$ cat src/rtl/id_ex_stage_if.sv
// Bundle between the IF/ID register, register file and the ID/EX pipeline register.
// The stage itself binds to the slave modport; the surrounding core binds to master.
interface id_ex_stage_if;
   logic        id_valid;
   logic [31:0] id_instr;
   logic [31:0] id_pc_plus4;
   logic [31:0] rs_data;
   logic [31:0] rt_data;
   logic        flush;

   logic [4:0]  rs_addr;
   logic [4:0]  rt_addr;
   logic        stall;

   logic        ex_valid;
   logic        ex_illegal;
   logic [31:0] ex_rs;
   logic [31:0] ex_rt;
   logic [31:0] ex_imm;
   logic [31:0] ex_pc;
   logic [31:0] ex_jump_target;
   logic [4:0]  ex_shamt;
   logic [4:0]  ex_rt_addr;
   logic [4:0]  ex_rd_addr;
   logic [3:0]  ex_alu_control;
   logic        ex_alu_source;
   logic        ex_alu_source_shift;
   logic        ex_reg_dst;
   logic        ex_reg_write;
   logic        ex_mem_read;
   logic        ex_mem_write;
   logic        ex_mem_to_reg;
   logic        ex_branch;
   logic        ex_branch_ne;
   logic        ex_jump;

   modport master (
      output id_valid, id_instr, id_pc_plus4, rs_data, rt_data, flush,
      input  rs_addr, rt_addr, stall,
      input  ex_valid, ex_illegal, ex_rs, ex_rt, ex_imm, ex_pc, ex_jump_target,
      input  ex_shamt, ex_rt_addr, ex_rd_addr, ex_alu_control,
      input  ex_alu_source, ex_alu_source_shift, ex_reg_dst, ex_reg_write,
      input  ex_mem_read, ex_mem_write, ex_mem_to_reg, ex_branch, ex_branch_ne, ex_jump
   );

   modport slave (
      input  id_valid, id_instr, id_pc_plus4, rs_data, rt_data, flush,
      output rs_addr, rt_addr, stall,
      output ex_valid, ex_illegal, ex_rs, ex_rt, ex_imm, ex_pc, ex_jump_target,
      output ex_shamt, ex_rt_addr, ex_rd_addr, ex_alu_control,
      output ex_alu_source, ex_alu_source_shift, ex_reg_dst, ex_reg_write,
      output ex_mem_read, ex_mem_write, ex_mem_to_reg, ex_branch, ex_branch_ne, ex_jump
   );
endinterface

$ cat src/rtl/id_ex_stage.sv
// MIPS instruction decode plus ID/EX pipeline register, with load-use stall detection.
// Flush, load-use hazard and an empty IF/ID each write a bubble (all-zero ID/EX).
module id_ex_stage (
   input  logic         clk,
   input  logic         reset,
   id_ex_stage_if.slave bus
);

   typedef enum logic [3:0] {
      ALU_NOP = 4'b0000,
      ALU_ADD = 4'b0001,
      ALU_SUB = 4'b0010,
      ALU_AND = 4'b0011,
      ALU_OR  = 4'b0100,
      ALU_XOR = 4'b0101,
      ALU_NOR = 4'b0110,
      ALU_SLT = 4'b0111,
      ALU_SLL = 4'b1000,
      ALU_SRL = 4'b1001,
      ALU_SRA = 4'b1010
   } alu_op_t;

   localparam logic [5:0] OP_RTYPE = 6'h00;
   localparam logic [5:0] OP_J     = 6'h02;
   localparam logic [5:0] OP_BEQ   = 6'h04;
   localparam logic [5:0] OP_BNE   = 6'h05;
   localparam logic [5:0] OP_ADDI  = 6'h08;
   localparam logic [5:0] OP_ADDIU = 6'h09;
   localparam logic [5:0] OP_SLTI  = 6'h0A;
   localparam logic [5:0] OP_ANDI  = 6'h0C;
   localparam logic [5:0] OP_ORI   = 6'h0D;
   localparam logic [5:0] OP_XORI  = 6'h0E;
   localparam logic [5:0] OP_LW    = 6'h23;
   localparam logic [5:0] OP_SW    = 6'h2B;

   localparam logic [5:0] FN_SLL  = 6'h00;
   localparam logic [5:0] FN_SRL  = 6'h02;
   localparam logic [5:0] FN_SRA  = 6'h03;
   localparam logic [5:0] FN_SLLV = 6'h04;
   localparam logic [5:0] FN_SRLV = 6'h06;
   localparam logic [5:0] FN_SRAV = 6'h07;
   localparam logic [5:0] FN_ADD  = 6'h20;
   localparam logic [5:0] FN_ADDU = 6'h21;
   localparam logic [5:0] FN_SUB  = 6'h22;
   localparam logic [5:0] FN_SUBU = 6'h23;
   localparam logic [5:0] FN_AND  = 6'h24;
   localparam logic [5:0] FN_OR   = 6'h25;
   localparam logic [5:0] FN_XOR  = 6'h26;
   localparam logic [5:0] FN_NOR  = 6'h27;
   localparam logic [5:0] FN_SLT  = 6'h2A;

   typedef struct packed {
      logic        valid;
      logic        illegal;
      logic [31:0] rs;
      logic [31:0] rt;
      logic [31:0] imm;
      logic [31:0] pc;
      logic [31:0] jump_target;
      logic [4:0]  shamt;
      logic [4:0]  rt_addr;
      logic [4:0]  rd_addr;
      logic [3:0]  alu_control;
      logic        alu_source;
      logic        alu_source_shift;
      logic        reg_dst;
      logic        reg_write;
      logic        mem_read;
      logic        mem_write;
      logic        mem_to_reg;
      logic        branch;
      logic        branch_ne;
      logic        jump;
   } ex_t;

   logic [5:0]  opcode;
   logic [5:0]  funct;
   logic [4:0]  rs_field;
   logic [4:0]  rt_field;
   logic [4:0]  rd_field;
   logic [15:0] imm16;

   alu_op_t dec_alu;
   logic    dec_alu_source;
   logic    dec_shift;
   logic    dec_reg_dst;
   logic    dec_reg_write_raw;
   logic    dec_mem_read;
   logic    dec_mem_write;
   logic    dec_mem_to_reg;
   logic    dec_branch;
   logic    dec_branch_ne;
   logic    dec_jump;
   logic    dec_zero_ext;
   logic    dec_illegal;
   logic    rs_used;
   logic    rt_used;

   logic    dec_reg_write;
   logic    hz;
   logic    bubble;

   ex_t     ex_d;
   ex_t     ex_q;

   assign opcode   = bus.id_instr[31:26];
   assign funct    = bus.id_instr[5:0];
   assign rs_field = bus.id_instr[25:21];
   assign rt_field = bus.id_instr[20:16];
   assign rd_field = bus.id_instr[15:11];
   assign imm16    = bus.id_instr[15:0];

   assign bus.rs_addr = rs_field;
   assign bus.rt_addr = rt_field;

   // Unsupported encodings leave every control at its zero default and only raise dec_illegal.
   always_comb begin
      // NOTE: every always_comb output gets a default first so no path can infer a latch.
      dec_alu           = ALU_NOP;
      dec_alu_source    = 1'b0;
      dec_shift         = 1'b0;
      dec_reg_dst       = 1'b0;
      dec_reg_write_raw = 1'b0;
      dec_mem_read      = 1'b0;
      dec_mem_write     = 1'b0;
      dec_mem_to_reg    = 1'b0;
      dec_branch        = 1'b0;
      dec_branch_ne     = 1'b0;
      dec_jump          = 1'b0;
      dec_zero_ext      = 1'b0;
      dec_illegal       = 1'b0;
      rs_used           = 1'b0;
      rt_used           = 1'b0;

      case (opcode)
         OP_RTYPE: begin
            dec_reg_dst       = 1'b1;
            dec_reg_write_raw = 1'b1;
            rs_used           = 1'b1;
            rt_used           = 1'b1;
            case (funct)
               FN_ADD, FN_ADDU: dec_alu = ALU_ADD;
               FN_SUB, FN_SUBU: dec_alu = ALU_SUB;
               FN_AND:          dec_alu = ALU_AND;
               FN_OR:           dec_alu = ALU_OR;
               FN_XOR:          dec_alu = ALU_XOR;
               FN_NOR:          dec_alu = ALU_NOR;
               FN_SLT:          dec_alu = ALU_SLT;
               FN_SLL: begin dec_alu = ALU_SLL; dec_shift = 1'b1; rs_used = 1'b0; end
               FN_SRL: begin dec_alu = ALU_SRL; dec_shift = 1'b1; rs_used = 1'b0; end
               FN_SRA: begin dec_alu = ALU_SRA; dec_shift = 1'b1; rs_used = 1'b0; end
               FN_SLLV:         dec_alu = ALU_SLL;
               FN_SRLV:         dec_alu = ALU_SRL;
               FN_SRAV:         dec_alu = ALU_SRA;
               default: begin
                  dec_illegal       = 1'b1;
                  dec_reg_dst       = 1'b0;
                  dec_reg_write_raw = 1'b0;
                  rs_used           = 1'b0;
                  rt_used           = 1'b0;
               end
            endcase
         end
         OP_ADDI, OP_ADDIU, OP_SLTI, OP_ANDI, OP_ORI, OP_XORI: begin
            dec_alu_source    = 1'b1;
            dec_reg_write_raw = 1'b1;
            rs_used           = 1'b1;
            case (opcode)
               OP_SLTI: dec_alu = ALU_SLT;
               OP_ANDI: begin dec_alu = ALU_AND; dec_zero_ext = 1'b1; end
               OP_ORI:  begin dec_alu = ALU_OR;  dec_zero_ext = 1'b1; end
               OP_XORI: begin dec_alu = ALU_XOR; dec_zero_ext = 1'b1; end
               default: dec_alu = ALU_ADD;
            endcase
         end
         OP_LW: begin
            dec_alu           = ALU_ADD;
            dec_alu_source    = 1'b1;
            dec_mem_read      = 1'b1;
            dec_mem_to_reg    = 1'b1;
            dec_reg_write_raw = 1'b1;
            rs_used           = 1'b1;
         end
         OP_SW: begin
            dec_alu        = ALU_ADD;
            dec_alu_source = 1'b1;
            dec_mem_write  = 1'b1;
            rs_used        = 1'b1;
            rt_used        = 1'b1;
         end
         OP_BEQ, OP_BNE: begin
            dec_alu       = ALU_SUB;
            dec_branch    = 1'b1;
            dec_branch_ne = (opcode == OP_BNE);
            rs_used       = 1'b1;
            rt_used       = 1'b1;
         end
         OP_J: begin
            dec_jump = 1'b1;
         end
         default: begin
            dec_illegal = 1'b1;
         end
      endcase
   end

   // Writes to $zero are dropped here so the all-zero word decodes to a no-op sll.
   assign dec_reg_write = dec_reg_write_raw &
                          ((dec_reg_dst ? rd_field : rt_field) != 5'd0);

   assign hz = bus.id_valid & ex_q.valid & ex_q.mem_read & (ex_q.rt_addr != 5'd0) &
               ((rs_used & (rs_field == ex_q.rt_addr)) |
                (rt_used & (rt_field == ex_q.rt_addr)));

   // A flush already discards this decode, so there is nothing to hold the front end for.
   assign bus.stall = hz & ~bus.flush;
   assign bubble    = bus.flush | hz | ~bus.id_valid;

   always_comb begin
      ex_d                  = '0;
      ex_d.valid            = 1'b1;
      ex_d.illegal          = dec_illegal;
      ex_d.rs               = bus.rs_data;
      ex_d.rt               = bus.rt_data;
      ex_d.imm              = dec_zero_ext ? {16'h0000, imm16} : {{16{imm16[15]}}, imm16};
      ex_d.pc               = bus.id_pc_plus4;
      ex_d.jump_target      = {bus.id_pc_plus4[31:28], bus.id_instr[25:0], 2'b00};
      ex_d.shamt            = bus.id_instr[10:6];
      ex_d.rt_addr          = rt_field;
      ex_d.rd_addr          = rd_field;
      ex_d.alu_control      = dec_alu;
      ex_d.alu_source       = dec_alu_source;
      ex_d.alu_source_shift = dec_shift;
      ex_d.reg_dst          = dec_reg_dst;
      ex_d.reg_write        = dec_reg_write;
      ex_d.mem_read         = dec_mem_read;
      ex_d.mem_write        = dec_mem_write;
      ex_d.mem_to_reg       = dec_mem_to_reg;
      ex_d.branch           = dec_branch;
      ex_d.branch_ne        = dec_branch_ne;
      ex_d.jump             = dec_jump;
   end

   // NOTE: pipeline state uses non-blocking assignments and every field is reset, since
   // downstream stages act on ex_* as soon as reset drops.
   always_ff @(posedge clk or posedge reset) begin
      if (reset) begin
         ex_q <= '0;
      end else if (bubble) begin
         ex_q <= '0;
      end else begin
         ex_q <= ex_d;
      end
   end

   assign bus.ex_valid            = ex_q.valid;
   assign bus.ex_illegal          = ex_q.illegal;
   assign bus.ex_rs               = ex_q.rs;
   assign bus.ex_rt               = ex_q.rt;
   assign bus.ex_imm              = ex_q.imm;
   assign bus.ex_pc               = ex_q.pc;
   assign bus.ex_jump_target      = ex_q.jump_target;
   assign bus.ex_shamt            = ex_q.shamt;
   assign bus.ex_rt_addr          = ex_q.rt_addr;
   assign bus.ex_rd_addr          = ex_q.rd_addr;
   assign bus.ex_alu_control      = ex_q.alu_control;
   assign bus.ex_alu_source       = ex_q.alu_source;
   assign bus.ex_alu_source_shift = ex_q.alu_source_shift;
   assign bus.ex_reg_dst          = ex_q.reg_dst;
   assign bus.ex_reg_write        = ex_q.reg_write;
   assign bus.ex_mem_read         = ex_q.mem_read;
   assign bus.ex_mem_write        = ex_q.mem_write;
   assign bus.ex_mem_to_reg       = ex_q.mem_to_reg;
   assign bus.ex_branch           = ex_q.branch;
   assign bus.ex_branch_ne        = ex_q.branch_ne;
   assign bus.ex_jump             = ex_q.jump;

endmodule

$ cat src/flat_wrapper.sv
// flat-port wrapper written by rule: the top's interface ports become plain ports
module id_ex_stage_flat 
  (clk, reset, bus_id_valid, bus_id_instr, bus_id_pc_plus4, bus_rs_data, bus_rt_data, bus_flush, bus_rs_addr, bus_rt_addr, bus_stall, bus_ex_valid, bus_ex_illegal, bus_ex_rs, bus_ex_rt, bus_ex_imm, bus_ex_pc, bus_ex_jump_target, bus_ex_shamt, bus_ex_rt_addr, bus_ex_rd_addr, bus_ex_alu_control, bus_ex_alu_source, bus_ex_alu_source_shift, bus_ex_reg_dst, bus_ex_reg_write, bus_ex_mem_read, bus_ex_mem_write, bus_ex_mem_to_reg, bus_ex_branch, bus_ex_branch_ne, bus_ex_jump);
  id_ex_stage_if bus_i ();
  input  logic clk;
  input  logic reset;
  input wire logic [$bits(bus_i.id_valid)-1:0] bus_id_valid;
  input wire logic [$bits(bus_i.id_instr)-1:0] bus_id_instr;
  input wire logic [$bits(bus_i.id_pc_plus4)-1:0] bus_id_pc_plus4;
  input wire logic [$bits(bus_i.rs_data)-1:0] bus_rs_data;
  input wire logic [$bits(bus_i.rt_data)-1:0] bus_rt_data;
  input wire logic [$bits(bus_i.flush)-1:0] bus_flush;
  output wire logic [$bits(bus_i.rs_addr)-1:0] bus_rs_addr;
  output wire logic [$bits(bus_i.rt_addr)-1:0] bus_rt_addr;
  output wire logic [$bits(bus_i.stall)-1:0] bus_stall;
  output wire logic [$bits(bus_i.ex_valid)-1:0] bus_ex_valid;
  output wire logic [$bits(bus_i.ex_illegal)-1:0] bus_ex_illegal;
  output wire logic [$bits(bus_i.ex_rs)-1:0] bus_ex_rs;
  output wire logic [$bits(bus_i.ex_rt)-1:0] bus_ex_rt;
  output wire logic [$bits(bus_i.ex_imm)-1:0] bus_ex_imm;
  output wire logic [$bits(bus_i.ex_pc)-1:0] bus_ex_pc;
  output wire logic [$bits(bus_i.ex_jump_target)-1:0] bus_ex_jump_target;
  output wire logic [$bits(bus_i.ex_shamt)-1:0] bus_ex_shamt;
  output wire logic [$bits(bus_i.ex_rt_addr)-1:0] bus_ex_rt_addr;
  output wire logic [$bits(bus_i.ex_rd_addr)-1:0] bus_ex_rd_addr;
  output wire logic [$bits(bus_i.ex_alu_control)-1:0] bus_ex_alu_control;
  output wire logic [$bits(bus_i.ex_alu_source)-1:0] bus_ex_alu_source;
  output wire logic [$bits(bus_i.ex_alu_source_shift)-1:0] bus_ex_alu_source_shift;
  output wire logic [$bits(bus_i.ex_reg_dst)-1:0] bus_ex_reg_dst;
  output wire logic [$bits(bus_i.ex_reg_write)-1:0] bus_ex_reg_write;
  output wire logic [$bits(bus_i.ex_mem_read)-1:0] bus_ex_mem_read;
  output wire logic [$bits(bus_i.ex_mem_write)-1:0] bus_ex_mem_write;
  output wire logic [$bits(bus_i.ex_mem_to_reg)-1:0] bus_ex_mem_to_reg;
  output wire logic [$bits(bus_i.ex_branch)-1:0] bus_ex_branch;
  output wire logic [$bits(bus_i.ex_branch_ne)-1:0] bus_ex_branch_ne;
  output wire logic [$bits(bus_i.ex_jump)-1:0] bus_ex_jump;
  assign bus_i.id_valid = bus_id_valid;
  assign bus_i.id_instr = bus_id_instr;
  assign bus_i.id_pc_plus4 = bus_id_pc_plus4;
  assign bus_i.rs_data = bus_rs_data;
  assign bus_i.rt_data = bus_rt_data;
  assign bus_i.flush = bus_flush;
  assign bus_rs_addr = bus_i.rs_addr;
  assign bus_rt_addr = bus_i.rt_addr;
  assign bus_stall = bus_i.stall;
  assign bus_ex_valid = bus_i.ex_valid;
  assign bus_ex_illegal = bus_i.ex_illegal;
  assign bus_ex_rs = bus_i.ex_rs;
  assign bus_ex_rt = bus_i.ex_rt;
  assign bus_ex_imm = bus_i.ex_imm;
  assign bus_ex_pc = bus_i.ex_pc;
  assign bus_ex_jump_target = bus_i.ex_jump_target;
  assign bus_ex_shamt = bus_i.ex_shamt;
  assign bus_ex_rt_addr = bus_i.ex_rt_addr;
  assign bus_ex_rd_addr = bus_i.ex_rd_addr;
  assign bus_ex_alu_control = bus_i.ex_alu_control;
  assign bus_ex_alu_source = bus_i.ex_alu_source;
  assign bus_ex_alu_source_shift = bus_i.ex_alu_source_shift;
  assign bus_ex_reg_dst = bus_i.ex_reg_dst;
  assign bus_ex_reg_write = bus_i.ex_reg_write;
  assign bus_ex_mem_read = bus_i.ex_mem_read;
  assign bus_ex_mem_write = bus_i.ex_mem_write;
  assign bus_ex_mem_to_reg = bus_i.ex_mem_to_reg;
  assign bus_ex_branch = bus_i.ex_branch;
  assign bus_ex_branch_ne = bus_i.ex_branch_ne;
  assign bus_ex_jump = bus_i.ex_jump;
  id_ex_stage u_core (.clk(clk), .reset(reset), .bus(bus_i));
endmodule
$ cat config.mk
export PLATFORM = sky130hd
export DESIGN_NAME = id_ex_stage_flat
export DESIGN_NICKNAME = d
export VERILOG_FILES = /design/src/rtl/id_ex_stage_if.sv /design/src/rtl/id_ex_stage.sv /design/src/flat_wrapper.sv
export SDC_FILE = /design/constraint.sdc
export NUM_CORES = 1
export LEC_CHECK = 0
export ABC_AREA = 1
export CORE_MARGIN = 10
export CORE_UTILIZATION = 41
export DETAILED_ROUTE_END_ITERATION = 16
export PLACE_DENSITY_LB_ADDON = 0.12
export SYNTH_ARGS = -nofsm -noshare
export SYNTH_HDL_FRONTEND = slang
export SYNTH_SLANG_ARGS = --single-unit
$ cat constraint.sdc
create_clock -name clk -period 13.8 [get_ports clk]
set_input_delay 2.07 -clock clk [delete_from_list [all_inputs] [get_ports clk]]
set_output_delay 2.07 -clock clk [all_outputs]
set_load 0.01 [all_outputs]
==> flow_summary.ini <==
[critical_path]
crit_start = bus_id_instr[5]
rrSetupSlack_ns = 10.98
worstPathRequired_ns = 11.73
r2r_cells = 10
path_cells = clkdlybuf4s50_1 -> inv_1 -> nor2_2 -> nand3_1 -> nand3_1 -> nand2_2 -> nand3_1 -> nand2_1 -> nand2_1 -> nand2_2 -> nor2_1 -> clkdlybuf4s50_1
cp_slowest_stage_delay_ns = 0.56
crit_top_cell = nand3_1
worstSetupPathType = in2out
startpoint_type = input pin
timing.rr.start = u_core.bus.ex_rt_addr[3]
cp-end-kind = output port
critPathMaxFanout = 5
cp_slowest_cell = clkdlybuf4s50_1
arrival_ns = 4.22
reg2reg_to = u_core.bus.ex_rt[25]

[sta]
fin_hold_ws_ns = 0.8263
worstMarginPinSlew_ns = 1.144
post-route-min-period_ns = 6.293
rsz0062_at_grt = false
fin_skew_ns = 0.008338
hold_viol = 0
finalSetupViolCount = 0
period_share_pct = 45.60
fin_tns_setup_ns = 0
finalMaxSlewViolations = 0
slew_headroom_pct = 23.72
setup_ws_ns = 7.507
fmax_mhz = 158.9

[pwr]
ir_worst_vdd_uv = 76.99
p_total_uw = 998.7
power_density_nw_per_um2 = 108.3
p_leak_nw = 4.686

[status]
status = finished, final reports clean

[logic_synthesis]
async_reset_ff_share_pct = 100.0
ys_ff_latch = 138
syn_area_per_cell_um2 = 9.331
synth.top_cell.area_share_pct = 60.97
synth_cell_type_count = 26
yosys_warnings = 0
synth_largest_area_cell = dfrtp_1
synth_edf_count = 0
synth_seq_area_share_pct = 60.97
syn_inst = 607
ys_top_cells_by_area = dfrtp_1, nor2_1, inv_1
syn-cell-area_um2 = 5664
synth_flop_cell = dfrtp_1

[global_route]
grt_pass1_wl_um = 27770
grt_pass1_vias = 4903
grt_overflow = 0
grtUsageTotal_pct = 19.26
grt_max_degree = 106
antenna_found_initial = 0

[clock_network]
htreeDepth = 4
cts-buffers-inserted = 17
cts.clk_slew.worst_paths_ns = 0.05
cts.sinks = 138
clock_path_buffers = 2
holdBufCountCts = 0
cts_resized = 0
cts_setup_buffers = 0
cts_tree = yes
root_buffer = clkbuf_16
clk_latency_ns = 0.41

[cells_and_area]
syn_to_final_growth_pct = 62.76
drive_gt1_share_pct = 6.034
antenna_cells = 0
nets = 1015
seq_area_um2 = 3453
fin_util_pct = 68.80
multi_input_area_um2 = 1085
nFillCells = 1036

[drt]
ant_nets = 0
routed_wl_um = 18790
drt_iter0_markers = 256
vias_per_cell = 4.350
first_pass_iters = 4
wire_per_inst_um = 17.54
drc = 0
vias = 4659

[place]
portBuffers = 331
gp_congestion = 0.8926
dp_hpwl_um = 15140
preCtsSetupSlack_ns = 7.531

[floorplan]
dieArea_um2 = 18920
ios = 334
row_count = 42
initial_core_util_pct = 42.27
core-area_um2 = 13400
dieHeight_um = 137.5
die_x_um = 137.5

[hold_path]
holdPathEnd = u_core.bus.ex_alu_control[3]
min-delay-start = u_core.bus.ex_valid
hold_class = reg2reg
hold_depth = 5

[job]
drv_cap = 0
[cell type report]
class	instances	area share, %
timing repair buffer	333	36.10
sequential	138	37.46
tap	176	2.389
multi-input combinational	245	11.77
clock inverter	8	1.018
inverter	148	6.080
clock buffer	23	5.185
[power breakdown]
part / internal, mW / switching, mW / leakage (nW)
Combinational: 0.0783 / 0.0617 / 2.54
Clock: 0.278 / 0.155 / 0.287
Sequential: 0.419 / 0.00622 / 1.86
[cells in the mapped netlist (2+ instances only)]
cell / n
nor2_1: 146
nand2_2: 4
buf_6: 5
inv_1: 144
nand3_1: 18
xor2_1: 2
nor2_4: 2
inv_2: 4
a21oi_1: 2
nand2_1: 33
buf_4: 63
nor2_2: 11
o2111ai_1: 2
o21ai_0: 3
buf_2: 9
nor3_1: 4
nand4_1: 9
dfrtp_1: 138
[critical path, delay by kind of cell]
kind          cells  cell delay (ns)
buf+inv           3             1.16
simple gates      9             0.99
[metal layers]
metal,vias to the layer above,GRT usage (%),share of wire (%)
li1,2224,-,-
met1,2190,19.98,33
met2,227,34.70,54
met3,18,7.356,12
met4,0,6.616,1.3
met5,-,0,0
[cells in the final DEF, fill, tap and decap left out, types with 2 or more instances in the layout]
master	netlist	routed
nand2_1	33	33
clkbuf_1	0	3
clkinv_2	0	5
clkbuf_8	0	3
conb_1	1	2
dfrtp_1	138	138
nor2_1	146	146
nand2_2	4	4
o2111ai_1	2	2
nand4_1	9	9
inv_1	144	143
nor2_2	11	11
buf_4	63	2
a21oi_1	2	2
nor2_4	2	2
inv_2	4	4
xor2_1	2	2
clkdlybuf4s50_1	0	331
o21ai_0	3	3
nand3_1	18	18
clkbuf_16	0	17
bufinv_16	0	2
nor3_1	4	4
[logic make-up (layout without fill, tap and decap cells)]
group,count (synthesis),count (layout),share of synthesized area (%)
compound gates,10,10,1.215
xor+xnor,3,3,0.4640
buf+inv,225,512,19.95
flops,138,138,60.97
other cells,1,2,0.06621
simple gates,230,230,17.34
[metrics by stage]
step	instances	instance area, um2
finish	1071	9219
global route	1071	9219
CTS	1071	9219
detailed placement	1040	8647
global placement	1040	8647
floorplan	608	5668
[registers in the layout (all words and copies together), names as in the netlist]
register and cells:
u_core.bus.ex_reg_dst 1, u_core.bus.ex_rt 32, u_core.bus.ex_illegal 1, u_core.bus.ex_branch_ne 1, u_core.bus.ex_rs 32, u_core.bus.ex_branch 1
u_core.bus.ex_reg_write 1, u_core.bus.ex_jump 1, u_core.bus.ex_alu_source_shift 1, u_core.bus.ex_pc 31, u_core.bus.ex_imm 17, u_core.bus.ex_valid 1
u_core.bus.ex_jump_target 7, u_core.bus.ex_rt_addr 4, u_core.bus.ex_alu_source 1, u_core.bus.ex_mem_write 1, u_core.bus.ex_mem_read 1, u_core.bus.ex_alu_control 4
[how the worst max path moves through the flow]
stage | to | slack (ns)
after floorplan | u_core.bus.ex_alu_control[0] | 8.03
after global placement | bus_stall | 7.62
after detailed placement | bus_stall | 7.53
after CTS | bus_stall | 7.53
after global routing | bus_stall | 7.33
final | bus_stall | 7.51
No activity file was read; power rests on OpenSTA's default activity.
